File: src/rtl/branch_unit_if.sv
// rtl/branch_unit_if.sv - request, shared-ALU and response signal bundle for branch_unit
//
// Purpose: groups the branch unit's request handshake, shared-ALU port and
// response handshake into one interface.
// Modports:
//   slave  - the branch unit: consumes requests and ALU returns, drives
//            req_ready, the ALU operands/control and the response payload.
//   master - the surrounding pipeline/ALU: drives requests, ALU returns and
//            resp_ready, observes everything else.
// Signals:
//   req_valid/req_ready      request handshake
//   funct3                   RV32 branch type
//   rs1, rs2, pc, imm        operands, branch PC, sign-extended offset
//   alu_a, alu_b, alu_ctrl   drive to the shared ALU (0 ADD, 1 SUB, 4 CMP)
//   alu_result, alu_flag     ALU return (bit0 zero, bit1 sign, bit2 cmp-equal)
//   resp_valid/resp_ready    response handshake
//   taken, target, illegal   response payload

interface branch_unit_if;
  logic        req_valid;
  logic        req_ready;
  logic [2:0]  funct3;
  logic [31:0] rs1;
  logic [31:0] rs2;
  logic [31:0] pc;
  logic [31:0] imm;
  logic [31:0] alu_a;
  logic [31:0] alu_b;
  logic [2:0]  alu_ctrl;
  logic [31:0] alu_result;
  logic [2:0]  alu_flag;
  logic        resp_valid;
  logic        resp_ready;
  logic        taken;
  logic [31:0] target;
  logic        illegal;

  modport slave (
    input  req_valid, funct3, rs1, rs2, pc, imm, alu_result, alu_flag, resp_ready,
    output req_ready, alu_a, alu_b, alu_ctrl, resp_valid, taken, target, illegal
  );

  modport master (
    output req_valid, funct3, rs1, rs2, pc, imm, alu_result, alu_flag, resp_ready,
    input  req_ready, alu_a, alu_b, alu_ctrl, resp_valid, taken, target, illegal
  );
endinterface

File: src/rtl/branch_unit.sv
// rtl/branch_unit.sv - RV32 conditional branch resolution using a shared ALU
//
// Purpose: accepts one branch request at a time, evaluates the condition on
// the shared ALU (CMP state), computes the target (TGT state) and presents
// taken/target/illegal until the response handshake.
// Ports:
//   clk    - single clock, rising edge
//   rst_n  - asynchronous assert, active-low reset
//   bu     - branch_unit_if.slave: request, shared-ALU and response signals
// Configuration:
//   BRANCH_UNIT_FAST_TARGET_EN - when defined, the target is formed by a local
//   pc+imm adder during CMP and the TGT state is skipped (2-cycle legal
//   latency). Undefined (default), the shared ALU computes the target in TGT
//   and the block contains no 32-bit adder of its own.

module branch_unit (
  input  logic         clk,
  input  logic         rst_n,
  branch_unit_if.slave bu
);

  localparam logic [1:0] IDLE = 2'd0;
  localparam logic [1:0] CMP  = 2'd1;
  localparam logic [1:0] TGT  = 2'd2;
  localparam logic [1:0] RESP = 2'd3;

  localparam logic [2:0] ALU_ADD = 3'd0;
  localparam logic [2:0] ALU_SUB = 3'd1;
  localparam logic [2:0] ALU_CMP = 3'd4;

  localparam logic [2:0] F3_BEQ  = 3'b000;
  localparam logic [2:0] F3_BNE  = 3'b001;
  localparam logic [2:0] F3_BLT  = 3'b100;
  localparam logic [2:0] F3_BGE  = 3'b101;
  localparam logic [2:0] F3_BLTU = 3'b110;
  localparam logic [2:0] F3_BGEU = 3'b111;

  logic [1:0]  state_q,      state_d;
  logic [31:0] rs1_q,        rs1_d;
  logic [31:0] rs2_q,        rs2_d;
  logic [31:0] pc_q,         pc_d;
  logic [31:0] imm_q,        imm_d;
  logic [2:0]  funct3_q,     funct3_d;
  logic        taken_q,      taken_d;
  logic [31:0] target_q,     target_d;
  logic        illegal_q,    illegal_d;
  logic        resp_valid_q, resp_valid_d;
`ifndef BRANCH_UNIT_FAST_TARGET_EN
  logic [31:0] diff_q,       diff_d;
  logic        eq_q,         eq_d;
`endif

  // Zero and sign flags are not needed: equality comes from the CMP flag and
  // the sign of the difference is read straight from the result word.
  logic unused_flags;
  assign unused_flags = ^bu.alu_flag[1:0];

  function automatic logic is_illegal(input logic [2:0] f3);
    return (f3 == 3'b010) || (f3 == 3'b011);
  endfunction

  // When the operand signs differ the subtraction can overflow, so the
  // comparison is decided by the operand MSBs instead of the difference.
  function automatic logic branch_taken(input logic [2:0]  f3,
                                        input logic [31:0] a,
                                        input logic [31:0] b,
                                        input logic [31:0] diff,
                                        input logic        eq);
    logic lt;
    logic ltu;
    logic res;
    lt  = (a[31] ^ b[31]) ? a[31] : diff[31];
    ltu = (a[31] ^ b[31]) ? b[31] : diff[31];
    case (f3)
      F3_BEQ:  res = eq;
      F3_BNE:  res = ~eq;
      F3_BLT:  res = lt;
      F3_BGE:  res = ~lt;
      F3_BLTU: res = ltu;
      F3_BGEU: res = ~ltu;
      default: res = 1'b0;
    endcase
    return res;
  endfunction

  always_comb begin
    state_d      = state_q;
    rs1_d        = rs1_q;
    rs2_d        = rs2_q;
    pc_d         = pc_q;
    imm_d        = imm_q;
    funct3_d     = funct3_q;
    taken_d      = taken_q;
    target_d     = target_q;
    illegal_d    = illegal_q;
    resp_valid_d = resp_valid_q;
`ifndef BRANCH_UNIT_FAST_TARGET_EN
    diff_d       = diff_q;
    eq_d         = eq_q;
`endif
    bu.alu_a     = 32'd0;
    bu.alu_b     = 32'd0;
    bu.alu_ctrl  = ALU_ADD;

    case (state_q)
      IDLE: begin
        if (bu.req_valid) begin
          rs1_d    = bu.rs1;
          rs2_d    = bu.rs2;
          pc_d     = bu.pc;
          imm_d    = bu.imm;
          funct3_d = bu.funct3;
          if (is_illegal(bu.funct3)) begin
            state_d      = RESP;
            taken_d      = 1'b0;
            target_d     = 32'd0;
            illegal_d    = 1'b1;
            resp_valid_d = 1'b1;
          end else begin
            state_d = CMP;
          end
        end
      end

      CMP: begin
        bu.alu_a    = rs1_q;
        bu.alu_b    = rs2_q;
        bu.alu_ctrl = ((funct3_q == F3_BEQ) || (funct3_q == F3_BNE)) ? ALU_CMP : ALU_SUB;
`ifdef BRANCH_UNIT_FAST_TARGET_EN
        taken_d      = branch_taken(funct3_q, rs1_q, rs2_q, bu.alu_result, bu.alu_flag[2]);
        target_d     = pc_q + imm_q;
        illegal_d    = 1'b0;
        resp_valid_d = 1'b1;
        state_d      = RESP;
`else
        diff_d  = bu.alu_result;
        eq_d    = bu.alu_flag[2];
        state_d = TGT;
`endif
      end

`ifndef BRANCH_UNIT_FAST_TARGET_EN
      TGT: begin
        bu.alu_a     = pc_q;
        bu.alu_b     = imm_q;
        bu.alu_ctrl  = ALU_ADD;
        taken_d      = branch_taken(funct3_q, rs1_q, rs2_q, diff_q, eq_q);
        target_d     = bu.alu_result;
        illegal_d    = 1'b0;
        resp_valid_d = 1'b1;
        state_d      = RESP;
      end
`endif

      RESP: begin
        // Payload is deliberately kept after the handshake; only valid drops.
        if (bu.resp_ready) begin
          resp_valid_d = 1'b0;
          state_d      = IDLE;
        end
      end

      default: begin
        state_d = IDLE;
      end
    endcase
  end

  always_ff @(posedge clk or negedge rst_n) begin
    if (!rst_n) begin
      state_q      <= IDLE;
      rs1_q        <= 32'd0;
      rs2_q        <= 32'd0;
      pc_q         <= 32'd0;
      imm_q        <= 32'd0;
      funct3_q     <= 3'd0;
      taken_q      <= 1'b0;
      target_q     <= 32'd0;
      illegal_q    <= 1'b0;
      resp_valid_q <= 1'b0;
`ifndef BRANCH_UNIT_FAST_TARGET_EN
      diff_q       <= 32'd0;
      eq_q         <= 1'b0;
`endif
    end else begin
      state_q      <= state_d;
      rs1_q        <= rs1_d;
      rs2_q        <= rs2_d;
      pc_q         <= pc_d;
      imm_q        <= imm_d;
      funct3_q     <= funct3_d;
      taken_q      <= taken_d;
      target_q     <= target_d;
      illegal_q    <= illegal_d;
      resp_valid_q <= resp_valid_d;
`ifndef BRANCH_UNIT_FAST_TARGET_EN
      diff_q       <= diff_d;
      eq_q         <= eq_d;
`endif
    end
  end

  assign bu.req_ready  = (state_q == IDLE);
  assign bu.resp_valid = resp_valid_q;
  assign bu.taken      = taken_q;
  assign bu.target     = target_q;
  assign bu.illegal    = illegal_q;

endmodule

File: src/flat_wrapper.sv
// flat-port wrapper written by rule: the top's interface ports become plain ports
module branch_unit_flat 
  (clk, rst_n, bu_req_valid, bu_funct3, bu_rs1, bu_rs2, bu_pc, bu_imm, bu_alu_result, bu_alu_flag, bu_resp_ready, bu_req_ready, bu_alu_a, bu_alu_b, bu_alu_ctrl, bu_resp_valid, bu_taken, bu_target, bu_illegal);
  branch_unit_if bu_i ();
  input  logic clk;
  input  logic rst_n;
  input wire logic [$bits(bu_i.req_valid)-1:0] bu_req_valid;
  input wire logic [$bits(bu_i.funct3)-1:0] bu_funct3;
  input wire logic [$bits(bu_i.rs1)-1:0] bu_rs1;
  input wire logic [$bits(bu_i.rs2)-1:0] bu_rs2;
  input wire logic [$bits(bu_i.pc)-1:0] bu_pc;
  input wire logic [$bits(bu_i.imm)-1:0] bu_imm;
  input wire logic [$bits(bu_i.alu_result)-1:0] bu_alu_result;
  input wire logic [$bits(bu_i.alu_flag)-1:0] bu_alu_flag;
  input wire logic [$bits(bu_i.resp_ready)-1:0] bu_resp_ready;
  output wire logic [$bits(bu_i.req_ready)-1:0] bu_req_ready;
  output wire logic [$bits(bu_i.alu_a)-1:0] bu_alu_a;
  output wire logic [$bits(bu_i.alu_b)-1:0] bu_alu_b;
  output wire logic [$bits(bu_i.alu_ctrl)-1:0] bu_alu_ctrl;
  output wire logic [$bits(bu_i.resp_valid)-1:0] bu_resp_valid;
  output wire logic [$bits(bu_i.taken)-1:0] bu_taken;
  output wire logic [$bits(bu_i.target)-1:0] bu_target;
  output wire logic [$bits(bu_i.illegal)-1:0] bu_illegal;
  assign bu_i.req_valid = bu_req_valid;
  assign bu_i.funct3 = bu_funct3;
  assign bu_i.rs1 = bu_rs1;
  assign bu_i.rs2 = bu_rs2;
  assign bu_i.pc = bu_pc;
  assign bu_i.imm = bu_imm;
  assign bu_i.alu_result = bu_alu_result;
  assign bu_i.alu_flag = bu_alu_flag;
  assign bu_i.resp_ready = bu_resp_ready;
  assign bu_req_ready = bu_i.req_ready;
  assign bu_alu_a = bu_i.alu_a;
  assign bu_alu_b = bu_i.alu_b;
  assign bu_alu_ctrl = bu_i.alu_ctrl;
  assign bu_resp_valid = bu_i.resp_valid;
  assign bu_taken = bu_i.taken;
  assign bu_target = bu_i.target;
  assign bu_illegal = bu_i.illegal;
  branch_unit u_core (.clk(clk), .rst_n(rst_n), .bu(bu_i));
endmodule
File: config.mk
export PLATFORM = sky130hd
export DESIGN_NAME = branch_unit_flat
export DESIGN_NICKNAME = d
export VERILOG_FILES = /design/src/rtl/branch_unit_if.sv /design/src/rtl/branch_unit.sv /design/src/flat_wrapper.sv
export SDC_FILE = /design/constraint.sdc
export NUM_CORES = 1
export LEC_CHECK = 0
export CAP_MARGIN = 20
export CORE_MARGIN = 4
export CORE_UTILIZATION = 49
export CTS_BUF_LIST = sky130_fd_sc_hd__clkbuf_16
export DETAILED_ROUTE_END_ITERATION = 7
export PLACE_DENSITY = 0.86
export SLEW_MARGIN = 20
export SYNTH_ARGS = -nofsm -noshare
export SYNTH_HDL_FRONTEND = slang
export SYNTH_SLANG_ARGS = --single-unit
File: constraint.sdc
create_clock -name clk -period 4.5 [get_ports clk]
set_clock_uncertainty 0.15 [all_clocks]
set_input_delay 0.45 -clock clk [delete_from_list [all_inputs] [get_ports clk]]
set_output_delay 0.45 -clock clk [all_outputs]
set_load 0.05 [all_outputs]
; ---- Word level (Yosys, flattened, before mapping)
; Cells that the tools add are included.
[totals]
regBits = 201
inputBits = 170
output_inout_bits = 103
word_cells = 61
[op_classes]
eq_ne = 13
mux = 22
bitwise = 4
reduce_logical = 10
[op_table]
columns = op, n
row1 = 32-bit one-hot mux with 2 select lines, 3
row2 = 32-bit 2-to-1 mux, 2
row3 = "3-bit equality test, second input constant", 4
row4 = 2-bit one-hot mux with 4 select lines, 1
row5 = 1-bit 2-to-1 mux, 7
row6 = "3-bit by 2-bit equality test with 1-bit output, second input constant", 2
row7 = 2-bit 2-to-1 mux, 3
row8 = 3-bit 2-to-1 mux, 2
row9 = 1-bit one-hot mux with 6 select lines, 1
row10 = "2-bit equality test, second input constant", 2
row11 = "2-bit inequality test, second input constant", 2
row12 = 1-bit one-hot mux with 2 select lines, 2
row13 = 2-bit AND reduction, 2
row14 = 4-bit AND reduction, 1
row15 = "3-bit by 1-bit equality test with 1-bit output, second input constant", 1
row16 = 3-bit zero test, 1
row17 = 1-bit NOT, 3
row18 = 1-bit one-hot mux with 3 select lines, 1
row19 = 3-bit AND reduction, 1
row20 = 3-bit nonzero test, 1
row21 = "2-bit by 1-bit equality test with 1-bit output, second input constant", 1
row22 = 2-bit zero test, 1
row23 = 1-bit logical OR, 2
row24 = "2-bit by 1-bit inequality test with 1-bit output, second input constant", 1
row25 = other kinds (2), 2

; ---- Logic depth before layout (Yosys ltp)
; Gate-level depths: netlist of run 1.
[logic_depth]
word_depth = 5
depth_mapped = 9
mapped_depth_nobuf = 6

; ---- Least setup slack after synthesis of run 1
; OpenSTA, ideal clock, no wires.
[synth_path]
path_type = flip-flop to output port
from = register u_core.state_q[1]
to = output port bu_alu_ctrl[2]
arrival_ns = 2.333
required_ns = 3.900
slack_ns = 1.567
stages_incl_launch_ff = 7
path_buffers = 3
cell_sequence = dfrtp_1 > inv_1 > ha_1 > clkbuf_1 > buf_2 > buf_2 > nor3b_1
[synth_via]
elab_chain_cells = 2
[synth_rtl]
columns = item, line
row1 = from (decl), branch_unit.sv:38  ; logic [1:0] state_q, state_d;
row2 = from (signal assigned), branch_unit.sv:186  ; state_q <= state_d;
row3 = 2-bit by 1-bit equality test with 1-bit output, branch_unit.sv:105  ; case (state_q)
row4 = 3-bit 2-to-1 mux, branch_unit.sv:105
row5 = to (decl), flat_wrapper.sv:19  ; output wire logic [$bits(bu_i.alu_ctrl)-1:0] bu_alu_ctrl;
; Every way passes these cells.

; ---- Worst setup path after layout of run 1
[layout_path]
from = register u_core.state_q[0]
to = output port bu_alu_a[10]
[layout_via]
elab_chain_cells = 2
[layout_rtl]
columns = item, line
row1 = 2-bit equality test or 2-bit by 1-bit equality test with 1-bit output (tied branches), branch_unit.sv:105
row2 = 32-bit one-hot mux with 2 select lines (*), branch_unit.sv:105
row3 = to (decl), flat_wrapper.sv:17  ; output wire logic [$bits(bu_i.alu_a)-1:0] bu_alu_a;
; Mark *: on every way between the ends. The rest lies on a longest branch, timed or not.

==> flow_summary.toml, run 1 <==
[critical_path]
crit_path_end_kind = "output pin"
worstPathRequired_ps = 3900
arrival_ps = 3070
cp-start-kind = "flip-flop"
crit_fanout = 68
path_class = "reg2out"

[cts]
numCtsBuffers = 17
clock_latency_ps = 410
clkSinkCount = 170
htreeDepth = 4
cts_resized = 0
ctsRootBufferMaster = "clkbuf_16"
cts_tree = "built"
post-cts-setup-buffers = 0
clkTransAtPathRegs_ps = 60
clk_path_buf_depth = 2
ctsHoldBuffers = 0

[floorplanning]
start_util_pct = 50.2
die_area_um2 = 17600
dieWidth_um = 133
row_count = 45
io_pins = 273
chipHeight_um = 133
core_region_area_um2 = 15200

[drt]
antenna_left = 0
wl_mm = 19.5
avgViaCountPerCell = 5.29
drt_first_pass_iters = 6
drt_iter0_markers = 266
drcViolationCount = 0
wl_per_cell_um = 18.2
vias = 5658

[timing]
report.final.slew_viol_count = 0
rsz0062_at_grt = "no"
period_needed_ps = 3670
tightest_slew_ps = 991
setup_viol = 0
finalSetupTns_ps = 0
fmax_ghz = 0.273
slew_headroom_pct = 33.9
hold_viol = 0
finalCritPeriodShare_pct = 81.5

[finish]
fin_util_pct = 72.1
final_common_cell = "clkdlybuf4s50_1"
stdcell_count = 1069
fin_area_um2 = 11000
nNetsFinal = 1043
num_antenna_cells = 0
fillCellCount = 1072
areaGrowthSynthToFinish_pct = 43.7
mostFrequentLayoutCells = "clkdlybuf4s50_1 (268), dfrtp_1 (170), mux2_1 (90), nor2b_1 (67), nand2_1 (65)"
drive_above_1_share_pct = 9.76

[place]
place_congestion = 0.809
dpl.cell_count = 1037
post_dp_cell_area_um2 = 10400
dp_hpwl_mm = 13.3
io_buffer_count = 269

[global_routing]
grt_max_degree = 109
antenna_found_initial = 0
grt_pass1_wl_mm = 31.3
grt_use_total_pct = 22.2
first_global_vias = 5959
grt_overflow = 0

[yosys]
avgSynthCellArea_um2 = 12.3
synth_top_area_share_pct = 55.8
seq_area_frac_synth_pct = 55.8
synthAdderAreaFrac_pct = 0.820
postSynthCellCount = 619
ys_ff_latch = 170
syn_area_um2 = 7630
synth_xor_area_share_pct = 0.230
synth_compound_gate_area_share_pct = 9.64
synth.area.top_cells = "dfrtp_1 (56%), mux2_1 (13%), mux2_2 (6.3%)"
synth_simple_gate_area_share_pct = 9.33
synth.net_count = 794
muxShareOfSynthArea_pct = 19.9
ys_types = 31
synth_top_cell_by_area = "dfrtp_1"
synth_top_family_by_area = "multiplexers"
ys_warn_count = 0

[outcome]
outcome = "complete, no violations"

[worst_hold_path]
min_path_type = "in2async"

[power_and_ir_drop]
p_leak_nw = 4.43
p_per_area_nw_per_um2 = 819
vdd_drop_max_mv = 0.657

[job]
max_cap_viol_count = 0
## per-layer routing
layer  up-vias  GRT usage [%]  wire length [um]
met4         0           9.35               598
li1       2655              -                 -
met1      2777           27.7              8040
met2       190           36.5              9640
met5         -              0                 0
met3        36           6.24              1190
## flip-flops by register name (all words and copies together), names as in the netlist, 2 cells and up
signal,cells
u_core.pc_q,32
u_core.rs1_q,32
u_core.imm_q,32
u_core.funct3_q,3
u_core.state_q,2
u_core.rs2_q,32
u_core.bu.target,32
## kinds of logic after synthesis
family          after synthesis
mux                         135
xor+xnor                      2
compound gates              110
simple gates                141
other cells                   1
buf+inv                      55
fa+ha+maj                     5
flops                       170
## cell type report
type	instances	area [um2]	area share (%)
clock buffer	17	425	3.88
clock inverter	15	146	1.33
inverter	7	26.3	0.240
multi-input combinational	394	3080	28.1
sequential	170	4250	38.8
tap	188	235	2.14
timing repair buffer	278	2800	25.5
## report_power, final
group	switching [W]	internal [W]	total, W
combinational	0.00294	0.00193	0.00487
sequential	0.000414	0.00227	0.00268
clock	0.000606	0.000817	0.00142
total	0.00396	0.00502	0.00898
## worst max-delay path, cell delays in order, from the launching register on
cell and delay [ps]:
dfrtp_1 410, inv_1 180, ha_4 710, a22oi_1 230
nor2b_1 170, clkdlybuf4s50_1 880
## Yosys cell counts
cell      number
dfrtp_1      170
mux2_1        90
nor2b_1       67
nand2_1       66
a22oi_1       64
mux2_2        43
o21ai_1       32
clkbuf_1      23
buf_6         13
buf_2          9
inv_1          7
ha_1           5
o21ai_0        4
a21oi_1        3
buf_4          3
mux2i_1        2
nor2_1         2
nor3_1         2
xnor2_1        2
a21boi_0       1
a31oi_2        1
a32oi_1        1
a41oi_1        1
and2_1         1
conb_1         1
nand3b_1       1
nor3b_1        1
o21a_1         1
o221ai_1       1
o22ai_1        1
or3_1          1
## stage by stage
stage               hold slack [ps]  setup slack, ps  power, W
floorplan                      4.41             1570   0.00605
global placement                318             1330   0.00749
detailed placement              324             1310   0.00761
CTS                            50.3              822   0.00907
global route                    100              686   0.00947
finish                         5.53              832   0.00898
## final timing paths
| kind | from | slack [ps] | cells after the start | endpoint |
|---|---|---|---|---|
| worst max register to register | u_core.state_q[0] | 1830 | 5 | u_core.imm_q[1] |
| worst min-delay path | rst_n | 6 | 1 | u_core.pc_q[21] |
| min in group clk | u_core.bu.target[7] | 340 | 2 | u_core.bu.target[7] |
| worst max-delay path | u_core.state_q[0] | 830 | 5 | bu_alu_a[10] |
| max in group asynchronous | rst_n | 3100 | 2 | u_core.imm_q[7] |
| worst min register to register | u_core.bu.target[7] | 340 | 2 | u_core.bu.target[7] |
(Power assumes the default switching activity.)
==> inputs of run 2 (changes only) <==
--- a/config.mk
+++ b/config.mk
@@ -7,10 +7,10 @@
 export LEC_CHECK = 0
 export CAP_MARGIN = 20
 export CORE_MARGIN = 4
-export CORE_UTILIZATION = 49
+export CORE_UTILIZATION = 41
 export CTS_BUF_LIST = sky130_fd_sc_hd__clkbuf_16
 export DETAILED_ROUTE_END_ITERATION = 7
-export PLACE_DENSITY = 0.86
+export PLACE_DENSITY = 0.77
 export SLEW_MARGIN = 20
 export SYNTH_ARGS = -nofsm -noshare
 export SYNTH_HDL_FRONTEND = slang
==> constraint.sdc (replaced) <==
create_clock -name clk -period 3 [get_ports clk]
set_clock_uncertainty 0.15 [all_clocks]
set_input_delay 0.3 -clock clk [delete_from_list [all_inputs] [get_ports clk]]
set_output_delay 0.3 -clock clk [all_outputs]
set_load 0.05 [all_outputs]
==> run 2 against run 1 <==
Net effect: critical path depth down 1; via count up 0.80%; clock power grew 46%; first-iteration DRC count shrank 25%; critical path type unchanged; wire length grew 3.5%; count of clock-buffer cells in the layout did not move; final cell count increased by 4.3%; die area rose by 18%; worst hold slack improved by 260 ps; total power rose by 64%; utilization fell by 7.6 points.
==> flow_summary.toml, run 2 (synthesis results as in run 1) <==
[timing]
fmax_ghz = 0.366
finalSetupTns_ps = 0
slew_headroom_pct = 55.0
tightest_slew_ps = 675
rsz0062_at_grt = "no"
report.final.slew_viol_count = 0
period_needed_ps = 2740
setup_viol = 0
hold_viol = 0
finalCritPeriodShare_pct = 91.2

[cts]
clock_latency_ps = 420
cts_resized = 0
clk_path_buf_depth = 2
ctsRootBufferMaster = "clkbuf_16"
htreeDepth = 4
clkSinkCount = 170
numCtsBuffers = 17
cts_tree = "built"
clkTransAtPathRegs_ps = 70

[finish]
final_common_cell = "clkdlybuf4s50_1"
drive_above_1_share_pct = 17.6
areaGrowthSynthToFinish_pct = 53.5
fin_util_pct = 64.5
mostFrequentLayoutCells = "clkdlybuf4s50_1 (204), dfrtp_1 (170), mux2_1 (90), buf_12 (69), nor2b_1 (67)"
nNetsFinal = 1049
num_antenna_cells = 0

[worst_hold_path]
min_path_type = "in2reg"
holdPathStages = 3

[floorplanning]
die_area_um2 = 20900
start_util_pct = 42.0
core_region_area_um2 = 18100
io_pins = 273
row_count = 49
dieWidth_um = 144
chipHeight_um = 144

[critical_path]
path_class = "reg2out"
crit_chain = "inv_1, ha_2, nor3b_1, clkdlybuf4s50_1"
path_depth = 4
crit_fanout = 5
worstPathRequired_ps = 2550
slowest_delay_ps = 850
crit_family = "buffers and inverters"
arrival_ps = 2290
cp_slowest_cell = "clkdlybuf4s50_1"
crit_path_end_kind = "output pin"
r2r_setup_slack_ps = 740
cp-start-kind = "flip-flop"
worstRegToRegCells = 6
cp_num_buf_inv = 2

[drt]
drt_first_pass_iters = 4
drcViolationCount = 0
drt_iter0_markers = 200
wl_mm = 20.1
antenna_left = 0
wl_per_cell_um = 18.1
avgViaCountPerCell = 5.11
vias = 5703

[outcome]
outcome = "complete, no violations"

[job]
max_cap_viol_count = 0

[power_and_ir_drop]
p_per_area_nw_per_um2 = 1260
p_leak_nw = 4.76
vdd_drop_max_mv = 0.826

[place]
dp_hpwl_mm = 14.1
place_congestion = 0.769
io_buffer_count = 269

[global_routing]
grt_use_total_pct = 19.5
first_global_vias = 6078
grt_pass1_wl_mm = 31.9
grt_max_degree = 93
grt_overflow = 0
antenna_found_initial = 0
-- run 2: cell count changes in the layout (fill, tap and decap cells not counted), moves of 2 or more --
cell,previous run,this run
clkinv_1,3,1
buf_12,3,69
clkdlybuf4s50_1,268,204
buf_4,6,9
clkinv_4,2,0
clkinvlp_4,1,4
-- run 2: through the flow --
step,instance area [um2],setup slack [ps],instances,power (W),hold WS (ps)
finish,11700,265,1115,0.0147,264
global route,11700,78.1,1115,0.0155,262
CTS,11700,225,1115,0.0148,249
detailed placement,11200,686,1083,0.0127,208
global placement,11200,706,1083,0.0126,196
floorplan,7630,217,619,0.00908,-146
-- run 2: final timing paths --
path / endpoint / start
min: u_core.bu.target[6] / bu_alu_result[6]
min in group asynchronous: u_core.rs2_q[17] / rst_n
max: bu_alu_ctrl[2] / u_core.state_q[1]
max reg2reg: u_core.bu.taken / u_core.state_q[0]
max in group asynchronous: u_core.rs2_q[30] / rst_n
min reg2reg: u_core.bu.target[10] / u_core.bu.target[10]
-- run 2: layout make-up --
class	count	area, um2
Clock buffer	17	425
Timing Repair Buffer	284	3510
Sequential cell	170	4250
Clock inverter	14	121
Inverter	7	26.3
Tap cell	229	287
Fill cell	1383	6440
Multi-Input combinational cell	394	3080
-- run 2: worst register-to-register path, stage by stage, from the launching register on --
cell	delay [ps]
dfrtp_1	410
inv_1	170
ha_4	370
buf_4	380
a21boi_0	410
a32oi_1	180
o21ai_0	120
-- run 2: power by group --
part	internal [W]	switching, W
clock network	0.00114	0.000937
registers	0.00340	0.000609
logic	0.00390	0.00472
-- run 2: metal layers --
layer	global-route usage [%]	share of wire, %	vias to the layer above
met1	24.0	41	2801
met3	6.88	7.9	36
met5	0	0	-
met2	32.1	49	191
li1	-	-	2675
met4	6.87	2.3	0
-- run 2: repair_timing --
action / CTS / global route
hold buffers: 1 / 0
endpoints found under the setup margin: 0 / 0
endpoints found under the hold margin: 64 / 0
setup buffers: 0 / 0
==> inputs of run 3 (changes only) <==
--- a/config.mk
+++ b/config.mk
@@ -7,11 +7,12 @@
 export LEC_CHECK = 0
 export CAP_MARGIN = 20
 export CORE_MARGIN = 4
-export CORE_UTILIZATION = 41
+export CORE_UTILIZATION = 49
 export CTS_BUF_LIST = sky130_fd_sc_hd__clkbuf_16
 export DETAILED_ROUTE_END_ITERATION = 7
-export PLACE_DENSITY = 0.77
+export PLACE_DENSITY = 0.86
 export SLEW_MARGIN = 20
 export SYNTH_ARGS = -nofsm -noshare
 export SYNTH_HDL_FRONTEND = slang
 export SYNTH_SLANG_ARGS = --single-unit
+export TNS_END_PERCENT = 100
==> constraint.sdc (replaced) <==
create_clock -name clk -period 3.4 [get_ports clk]
set_clock_uncertainty 0.15 [all_clocks]
set_input_delay 0.34 -clock clk [delete_from_list [all_inputs] [get_ports clk]]
set_output_delay 0.34 -clock clk [all_outputs]
set_load 0.05 [all_outputs]
==> run 3 against run 2 <==
Net effect: global-route usage rose by 3.9 points; non-clock buffer count shrank 3; first-iteration DRC count is 53% higher; clock power fell by 10%; critical path type unchanged; critical endpoint is now bu_alu_b[17]; largest power group unchanged; highest routed layer unchanged.
==> flow_summary.toml, run 3 (synthesis results as in run 1) <==
[timing]
report.final.slew_viol_count = 0
fin_hold_ws_ps = 231
finalSetupTns_ps = 0
tightest_slew_ps = 891
slew_headroom_pct = 40.6
setup_viol = 0
fmax_ghz = 0.321
period_needed_ps = 3120
rsz0062_at_grt = "no"
finalCritPeriodShare_pct = 91.6
hold_viol = 0

[place]
place_congestion = 0.757
dpl.cell_count = 1039
dp_hpwl_mm = 14.4
io_buffer_count = 269

[drt]
top_layer = "met4"
wl_per_cell_um = 19.3
drt_iter0_markers = 305
avgViaCountPerCell = 5.41
wl_met2_mm = 10.5
drcViolationCount = 0
antenna_left = 0
wl_met1_mm = 8.18
route.met3.wl_mm = 1.26
wl_mm = 20.7
vias = 5803
drt_first_pass_iters = 4

[critical_path]
crit_fanout = 65
worstPathRequired_ps = 2910
arrival_ps = 2630
cp-start-kind = "flip-flop"
crit_path_end_kind = "output pin"
path_class = "reg2out"

[outcome]
outcome = "complete, no violations"

[finish]
areaGrowthSynthToFinish_pct = 52.7
mostFrequentLayoutCells = "clkdlybuf4s50_1 (204), dfrtp_1 (170), mux2_1 (90), buf_12 (69), nor2b_1 (67)"
final_common_cell = "clkdlybuf4s50_1"
nNetsFinal = 1046
drive_above_1_share_pct = 17.4
fin_util_pct = 76.7
stdcell_count = 1072
num_antenna_cells = 0

[global_routing]
grt_use_total_pct = 23.4
antenna_found_initial = 0
grt_pass1_wl_mm = 32.7
grt_overflow = 0
grt_max_degree = 88
first_global_vias = 6121

[cts]
clkTransAtPathRegs_ps = 70
clk_path_buf_depth = 2
ctsRootBufferMaster = "clkbuf_16"
numCtsBuffers = 17
cts_tree = "built"
clkSinkCount = 170
cts_resized = 0
htreeDepth = 4
clock_latency_ps = 430

[floorplanning]
io_pins = 273
dieWidth_um = 133
row_count = 45
chipHeight_um = 133
core_region_area_um2 = 15200
die_area_um2 = 17600
start_util_pct = 50.2

[worst_hold_path]
min_path_type = "in2async"

[power_and_ir_drop]
p_per_area_nw_per_um2 = 1120
vdd_drop_max_mv = 0.824
p_leak_nw = 4.75

[job]
max_cap_viol_count = 0
run 3: cell types whose count changed in the layout (fill, tap and decap cells not counted), sizes merged:
cell    delta
clkinv     +2
inv        -1
buf        -3
run 3: critical path: stages, from the launching register on:
cell	delay, ps
dfrtp_1	400
inv_1	180
ha_4	710
buf_4	370
a22oi_1	100
nor2b_1	260
buf_12	180
run 3: worst paths after layout:
check	slack (ps)	cells after the start	end	start
worst max-delay path	280	6	bu_alu_b[17]	u_core.state_q[0]
worst min-delay path	230	2	u_core.pc_q[21]	rst_n
worst max register to register	650	6	u_core.bu.target[24]	u_core.state_q[0]
worst min register to register	330	2	u_core.bu.target[7]	u_core.bu.target[7]
max in group asynchronous	1980	3	u_core.rs2_q[26]	rst_n
min in group clk	300	3	u_core.bu.target[4]	bu_alu_result[4]
run 3: layout make-up:
type	instances	area (um2)
sequential	170	4250
fill	917	3550
timing repair buffer	281	3490
multi-input combinational	394	3080
clock buffer	17	425
tap	188	235
clock inverter	15	141
inverter	7	26.3
run 3: power breakdown:
group	leakage [nW]	internal (W)	switching [W]
combinational	2.43	0.00343	0.00416
sequential	2.06	0.00300	0.000582
clock	0.266	0.00102	0.000855
run 3: layer usage:
| layer | track usage [%] | vias up |
|---|---|---|
| met4 | 10.9 | 0 |
| met1 | 28.0 | 2898 |
| met2 | 39.3 | 203 |
| li1 | - | 2656 |
| met3 | 6.58 | 46 |
| met5 | 0 | - |
run 3: what timing repair did:
| item | 4_1_cts | 5_1_grt |
|---|---|---|
| hold buffers | 1 | 0 |
| setup buffers | 0 | 0 |
| endpoints found under the hold margin | 42 | 0 |
run 3: through the flow:
| stage | cell area [um2] | power (W) | setup WS, ps |
|---|---|---|---|
| 2_1_floorplan | 7630 | 0.00801 | 577 |
| 3_3_place_gp | 11100 | 0.0110 | 703 |
| 3_5_place_dp | 11100 | 0.0112 | 639 |
| 4_1_cts | 11700 | 0.0131 | 255 |
| 5_1_grt | 11700 | 0.0137 | 141 |
| 6_report | 11700 | 0.0130 | 285 |
